`src/rtl/psdsqrt_seqctrl.sv`:
```
// Start/stop sequencer for the psdsqrt iterative square-root core: latches the
// operand, pulses start, waits out the iterations, pulses stop and captures the root.
module psdsqrt_seqctrl #(
  parameter int NBITSIN = 32,
  parameter int K       = 8
) (
  input  logic                   clock,
  input  logic                   reset,
  input  logic                   run,
  input  logic [NBITSIN+K-1:0]   xin_req,
  input  logic                   abort,
  output logic                   busy,
  output logic                   start,
  output logic                   stop,
  output logic [NBITSIN+K-1:0]   xin,
  input  logic [NBITSIN/2-1:0]   sqrt_in,
  output logic [NBITSIN/2-1:0]   result,
  output logic                   done,
  output logic [15:0]            opcount
);

  localparam int NCYCLES = (NBITSIN + K) / 2;
  localparam int CW      = $clog2(NCYCLES + 1);

  typedef enum logic [2:0] {
    S_IDLE, S_START, S_RUN, S_STOP, S_LOAD, S_DONE
  } state_t;

  state_t                 state_q, state_d;
  logic [CW-1:0]          cnt_q, cnt_d;
  logic [NBITSIN+K-1:0]   xin_q, xin_d;
  logic [NBITSIN/2-1:0]   result_q, result_d;
  logic [15:0]            opcount_q, opcount_d;

  always_ff @(posedge clock or negedge reset) begin
    if (!reset) begin
      state_q   <= S_IDLE;
      cnt_q     <= '0;
      xin_q     <= '0;
      result_q  <= '0;
      opcount_q <= '0;
    end else begin
      state_q   <= state_d;
      cnt_q     <= cnt_d;
      xin_q     <= xin_d;
      result_q  <= result_d;
      opcount_q <= opcount_d;
    end
  end

  always_comb begin
    state_d   = state_q;
    cnt_d     = cnt_q;
    xin_d     = xin_q;
    result_d  = result_q;
    opcount_d = opcount_q;
    case (state_q)
      S_IDLE: begin
        if (run) begin
          xin_d   = xin_req;
          state_d = S_START;
        end
      end
      S_START: begin
        if (abort) state_d = S_IDLE;
        else begin
          cnt_d   = CW'(NCYCLES - 1);
          state_d = S_RUN;
        end
      end
      S_RUN: begin
        if (abort)             state_d = S_IDLE;
        else if (cnt_q == '0)  state_d = S_STOP;
        else                   cnt_d   = cnt_q - CW'(1);
      end
      S_STOP: state_d = abort ? S_IDLE : S_LOAD;
      S_LOAD: begin
        if (abort) state_d = S_IDLE;
        else begin
          // opcount moves with result so both are valid alongside done
          result_d  = sqrt_in;
          opcount_d = opcount_q + 16'd1;
          state_d   = S_DONE;
        end
      end
      S_DONE:  state_d = S_IDLE;
      default: state_d = S_IDLE;
    endcase
  end

  // Strobes decode straight from the state register: glitch-free, no input paths.
  assign busy    = (state_q != S_IDLE);
  assign start   = (state_q == S_START);
  assign stop    = (state_q == S_STOP);
  assign done    = (state_q == S_DONE);
  assign xin     = xin_q;
  assign result  = result_q;
  assign opcount = opcount_q;

endmodule

```
`config.mk`:
```
export PLATFORM = sky130hd
export DESIGN_NAME = psdsqrt_seqctrl
export DESIGN_NICKNAME = d
export VERILOG_FILES = /design/src/rtl/psdsqrt_seqctrl.sv
export SDC_FILE = /design/constraint.sdc
export NUM_CORES = 1
export LEC_CHECK = 0
export ABC_AREA = 1
export BUFFER_PORTS_ARGS = -buffer_cell sky130_fd_sc_hd__buf_4
export CELL_PAD_IN_SITES_DETAIL_PLACEMENT = 1
export CELL_PAD_IN_SITES_GLOBAL_PLACEMENT = 1
export CORE_MARGIN = 2
export CORE_UTILIZATION = 32
export DETAILED_ROUTE_END_ITERATION = 10
export HOLD_SLACK_MARGIN = 0.1
export PLACE_DENSITY = 0.83
export SLEW_MARGIN = 10
export SYNTH_ARGS = -nofsm -noshare
export SYNTH_HDL_FRONTEND = slang
export SYNTH_SLANG_ARGS = --single-unit
```
`constraint.sdc`:
```
create_clock -name clock -period 1.3 [get_ports clock]
set_input_delay 0.065 -clock clock [delete_from_list [all_inputs] [get_ports clock]]
set_output_delay 0.065 -clock clock [all_outputs]
set_load 0.05 [all_outputs]
```
# After elaboration in Yosys (flattened, before gate mapping)
# Cells that the tools add are included.
totals:
  register_bits: 80
  in_bits: 60
  wordCells: 37
classes:
  addsub: 2
  reduce_logical: 8
  bitwise_logic: 1
  mux: 11
  n_eq_ne: 10
ops:
  columns: ["cell", "count"]
  rows:
  - ["adder 16 x 1 -> 16 bit, second input constant", 1]
  - ["two-way mux 3 bit", 5]
  - ["two-way mux 5 bit", 3]
  - ["case mux 3 bit (5 select lines)", 1]
  - ["case mux 5 bit (2 select lines)", 1]
  - ["inequality test 2 bit, second input constant", 4]
  - ["equality test 3 x 2 -> 1 bit, second input constant", 2]
  - ["equality test 3 bit, second input constant", 2]
  - ["AND reduction 2 bit", 3]
  - ["logical NOT 5 bit", 1]
  - ["subtractor 5 x 1 -> 5 bit, second input constant", 1]
  - ["AND reduction 4 bit", 1]
  - ["equality test 3 x 1 -> 1 bit, second input constant", 1]
  - ["logical NOT 3 bit", 1]
  - ["inequality test 3 bit, second input constant", 1]
  - ["nonzero test 3 bit", 1]
  - ["two-way mux 2 bit", 1]
  - ["nonzero test 2 bit", 1]
  - ["NOT 1 bit", 1]

# Logic depth before layout (Yosys ltp)
logic_depth:
  word_depth: 4
  mapped_depth: 8

# Worst setup path before layout
# Ideal clock, no wire load.
synth_path:
  kind: "register to register"
  startpoint: "register state_q[1]"
  endpoint: "register state_q[2]"
  t_arrival_ns: 1.797
  period_less_slack_ns: 1.867
  setup_time_ns: 0.070
  slack_ns: -0.567
  path_stages_with_launch: 5
  path_cell_list: "dfrtp_1 inv_1 nor3_1 nand2_1 nand2_1"
synth_between:
  elab_cells_between_ends: 9
  cone_classes: "eq/ne (6); mux (1); reduce/logical (2)"
synth_lines:
  columns: ["element", "line_no", "rtl"]
  rows:
  - ["start: declaration", "29", "state_t state_q, state_d;"]
  - ["start signal: assignment", "43", "state_q <= state_d;"]
  - ["equality test 3 x 2 -> 1 bit", null, null]
  - ["via stop", "14", "output logic stop,"]
  - ["case mux 3 bit (5 select lines)", "57", "case (state_q)"]
# The timed path passes the listed nets, and every way through them passes these cells.
# A chain may end at the register's enable or synchronous reset.

# Worst setup path after layout
layout_path:
  startpoint: "register state_q[0]"
  endpoint: "output stop"
layout_between:
  elab_chain_cells: 1
layout_rtl:
  columns: ["element", "line_no", "rtl"]
  rows:
  - ["equality test 3 x 2 -> 1 bit", "94", "assign stop = (state_q == S_STOP);"]
  - ["end: declaration", "14", null]
# Every way passes these cells.

==> impl_metrics.csv <==
group,metric,value,unit
cells_and_area,final_cell_mix,"buf_4, nand2_1, dfrtp_1",
floorplan,start_util,33.0,%
yosys,netlist_area,3590,µm²
clocking,cts.sinks,80,
routing,drt-pass1-iter-count,4,
pwr,power_density,2330,nW/µm²
sta,rsz0062_at_grt,"true",
placement,io_buffers,135,
routing,vias,3613,
floorplan,fp.dieArea,12100,µm²
floorplan,coreArea,10900,µm²
cells_and_area,areaGrowthSynthToFinish,72.8,%
cells_and_area,nFillCells,1209,
routing,via_per_inst,4.64,
setup_path,start_kind,"register",
routing,drc_errors,0,
routing,wl_per_cell,16.9,µm
sta,fin_worst_skew,0.0147,ns
sta,fmax,0.670,GHz
yosys,avgSynthCellArea,8.89,µm²
setup_path,crit_required,1.24,ns
grt,grt_pass1_wl,19.5,mm
setup_path,crit_fanout,3,
sta,hold_viol,0,
grt,grt_overflow,0,
grt,grt_pass1_vias,4042,
outcome,failed_checks,"negative setup slack",
pwr,total_power,14.4,mW
floorplan,rows,38,
sta,tightest_slew,0.371,ns
yosys,synth-main-ff-cell,"dfrtp_1",
clocking,clock_tree.root_cell,"clkbuf_8",
routing,final_antenna_net_count,0,
sta,fin_crit_sh,115,%
yosys,ys_warn_count,0,
setup_path,crit_path_end_kind,"output port",
yosys,synth_seq_cells,80,
sta,worst_slack,-0.193,ns
grt,antenna_found_initial,0,
outcome,status,"complete, but fails checks",
placement,place.gp.congestion,0.805,
clocking,numCtsBuffers,9,
clocking,htreeDepth,3,
yosys,synth.distinct_cells,24,
floorplan,die_y,110,µm
pwr,irDropWorstVdd,1.43,mV
sta,finalCriticalPeriod,1.49,ns
floorplan,fp.dieW,110,µm
grt,grt_start_max_net_pins,50,
grt,gr-usage-all-layers,21.2,%
cells_and_area,n_antenna_cell,0,
sta,relSlewSlack,75.2,%
worst_hold_path,hp-class,"in2async",
cells_and_area,fin_nets,697,
routing,initialDrtViolationCount,49,
sta,holdWs,0.134,ns
placement,dp_hpwl,7.42,mm
clocking,clock_path_buffers,2,
yosys,ys_seq_area_share,55.7,%
sta,final-setup-viol-count,82,
clocking,cts_tree,"built",
yosys,synth_nets,466,
yosys,synth_edf_count,0,
sta,slew_viol_final,0,
yosys,syn-instance-count,404,
pwr,cellLeakagePower,3.22,nW
setup_path,reg2reg_setup_slack,-0.18,ns
cells_and_area,drive_gt1_share,45.4,%
cells_and_area,final_common_cell,"buf_4",
setup_path,worstPathArrival,1.43,ns
yosys,synthArstFlopShare,100,%
routing,routed_wirelength,13.2,mm
clocking,clk_latency,0.36,ns
job,cap_violations,0,
floorplan,pin_count,136,
sta,fin_tns_setup,-8.96,ns
clocking,path_clk_slew,0.09,ns
setup_path,critical_path_class,"reg2out",
-- cells in the mapped netlist, types with 2 or more instances --
library cell / count / share of area [%]
buf_4: 2 / 0.42
buf_6: 8 / 2.5
dfrtp_1: 80 / 56
ha_1: 2 / 0.70
inv_1: 65 / 6.8
inv_2: 2 / 0.21
nand2_1: 142 / 15
nand3_1: 17 / 2.4
nand3_4: 2 / 0.98
nand3b_1: 2 / 0.42
nand4_1: 3 / 0.52
nor2_1: 14 / 1.5
nor2_2: 2 / 0.35
nor2_4: 3 / 0.94
nor3_1: 5 / 0.70
o21ai_1: 21 / 2.9
o21ai_2: 20 / 4.9
xor2_1: 8 / 2.0
-- sequential cells by signal (all words and copies together) (netlist names) --
register,flops
xin,40
opcount,16
result,16
cnt_q,5
state_q,3
-- metal layers --
metal | part of all wire [%] | up-vias | global-route usage [%]
met2 | 53 | 127 | 38.5
met4 | 1.5 | 0 | 7.05
met3 | 6.8 | 16 | 7.23
met1 | 38 | 1784 | 22.9
met5 | 0 | - | 0
li1 | - | 1686 | -
-- metrics by stage --
| step | setup WS [ns] | std cells | instance area, µm² | utilization (%) |
|---|---|---|---|---|
| after global routing | -0.250 | 779 | 6210 | 57.0 |
| final | -0.193 | 779 | 6210 | 57.0 |
| after global placement | -0.0460 | 683 | 4900 | 45.0 |
| after floorplan | -0.228 | 404 | 3670 | - |
| after CTS | -0.149 | 767 | 5920 | 54.4 |
| after detailed placement | -0.134 | 683 | 4900 | 45.0 |
-- worst paths after layout --
check                                   to        from  depth (start not counted)
max in group asynchronous       state_q[2]       reset                          3
worst min-delay path             result[4]       reset                          2
worst min register to register     xin[25]     xin[25]                          2
worst max register to register     xin[36]  state_q[0]                          8
min in group clock               result[9]  sqrt_in[9]                          4
worst max-delay path                  stop  state_q[0]                          5
-- power breakdown --
group          total (mW)  switching, mW  internal, mW
Sequential           4.12          0.700          3.42
Combinational        8.59           5.59          3.00
Clock                1.73          0.947         0.787
-- final cells by class --
cell class,instances,area (µm²),area share (%)
repair buffers,231,2050,33.1
flip-flops and latches,80,2020,32.5
multi-input cells,246,1530,24.6
inverters,67,262,4.21
well taps,140,175,2.82
clock buffers,12,155,2.50
clock inverters,3,18.8,0.302
-- kinds of logic (layout without fill, tap and decap cells) --
| logic type | count (synthesis) | after routing | synth area share (%) |
|---|---|---|---|
| and+or+nand+nor | 192 | 192 | 23.2 |
| DFF | 80 | 80 | 55.7 |
| buffers and inverters | 78 | 313 | 10.1 |
| AOI/OAI and AO/OA | 43 | 43 | 8.15 |
| xor gates and xnor gates | 9 | 9 | 2.19 |
| adders and majority gates | 2 | 2 | 0.697 |
-- worst max-delay path, cell delays in order, from the launching register on --
cell and delay [ns]:
dfrtp_1 0.39, buf_4 0.14, inv_4 0.04, buf_6 0.12, nor3_4 0.18, buf_6 0.19
-- timing repair --
item,4_1_cts,5_1_grt
buffers inserted,10,8
cloned,0,4
hold endpoints to repair,139,0
setup endpoints to repair,70,83
hold buffers,59,0
gates resized for setup,45,42
pin swaps,12,14
Power figures use the tool's default switching activity.
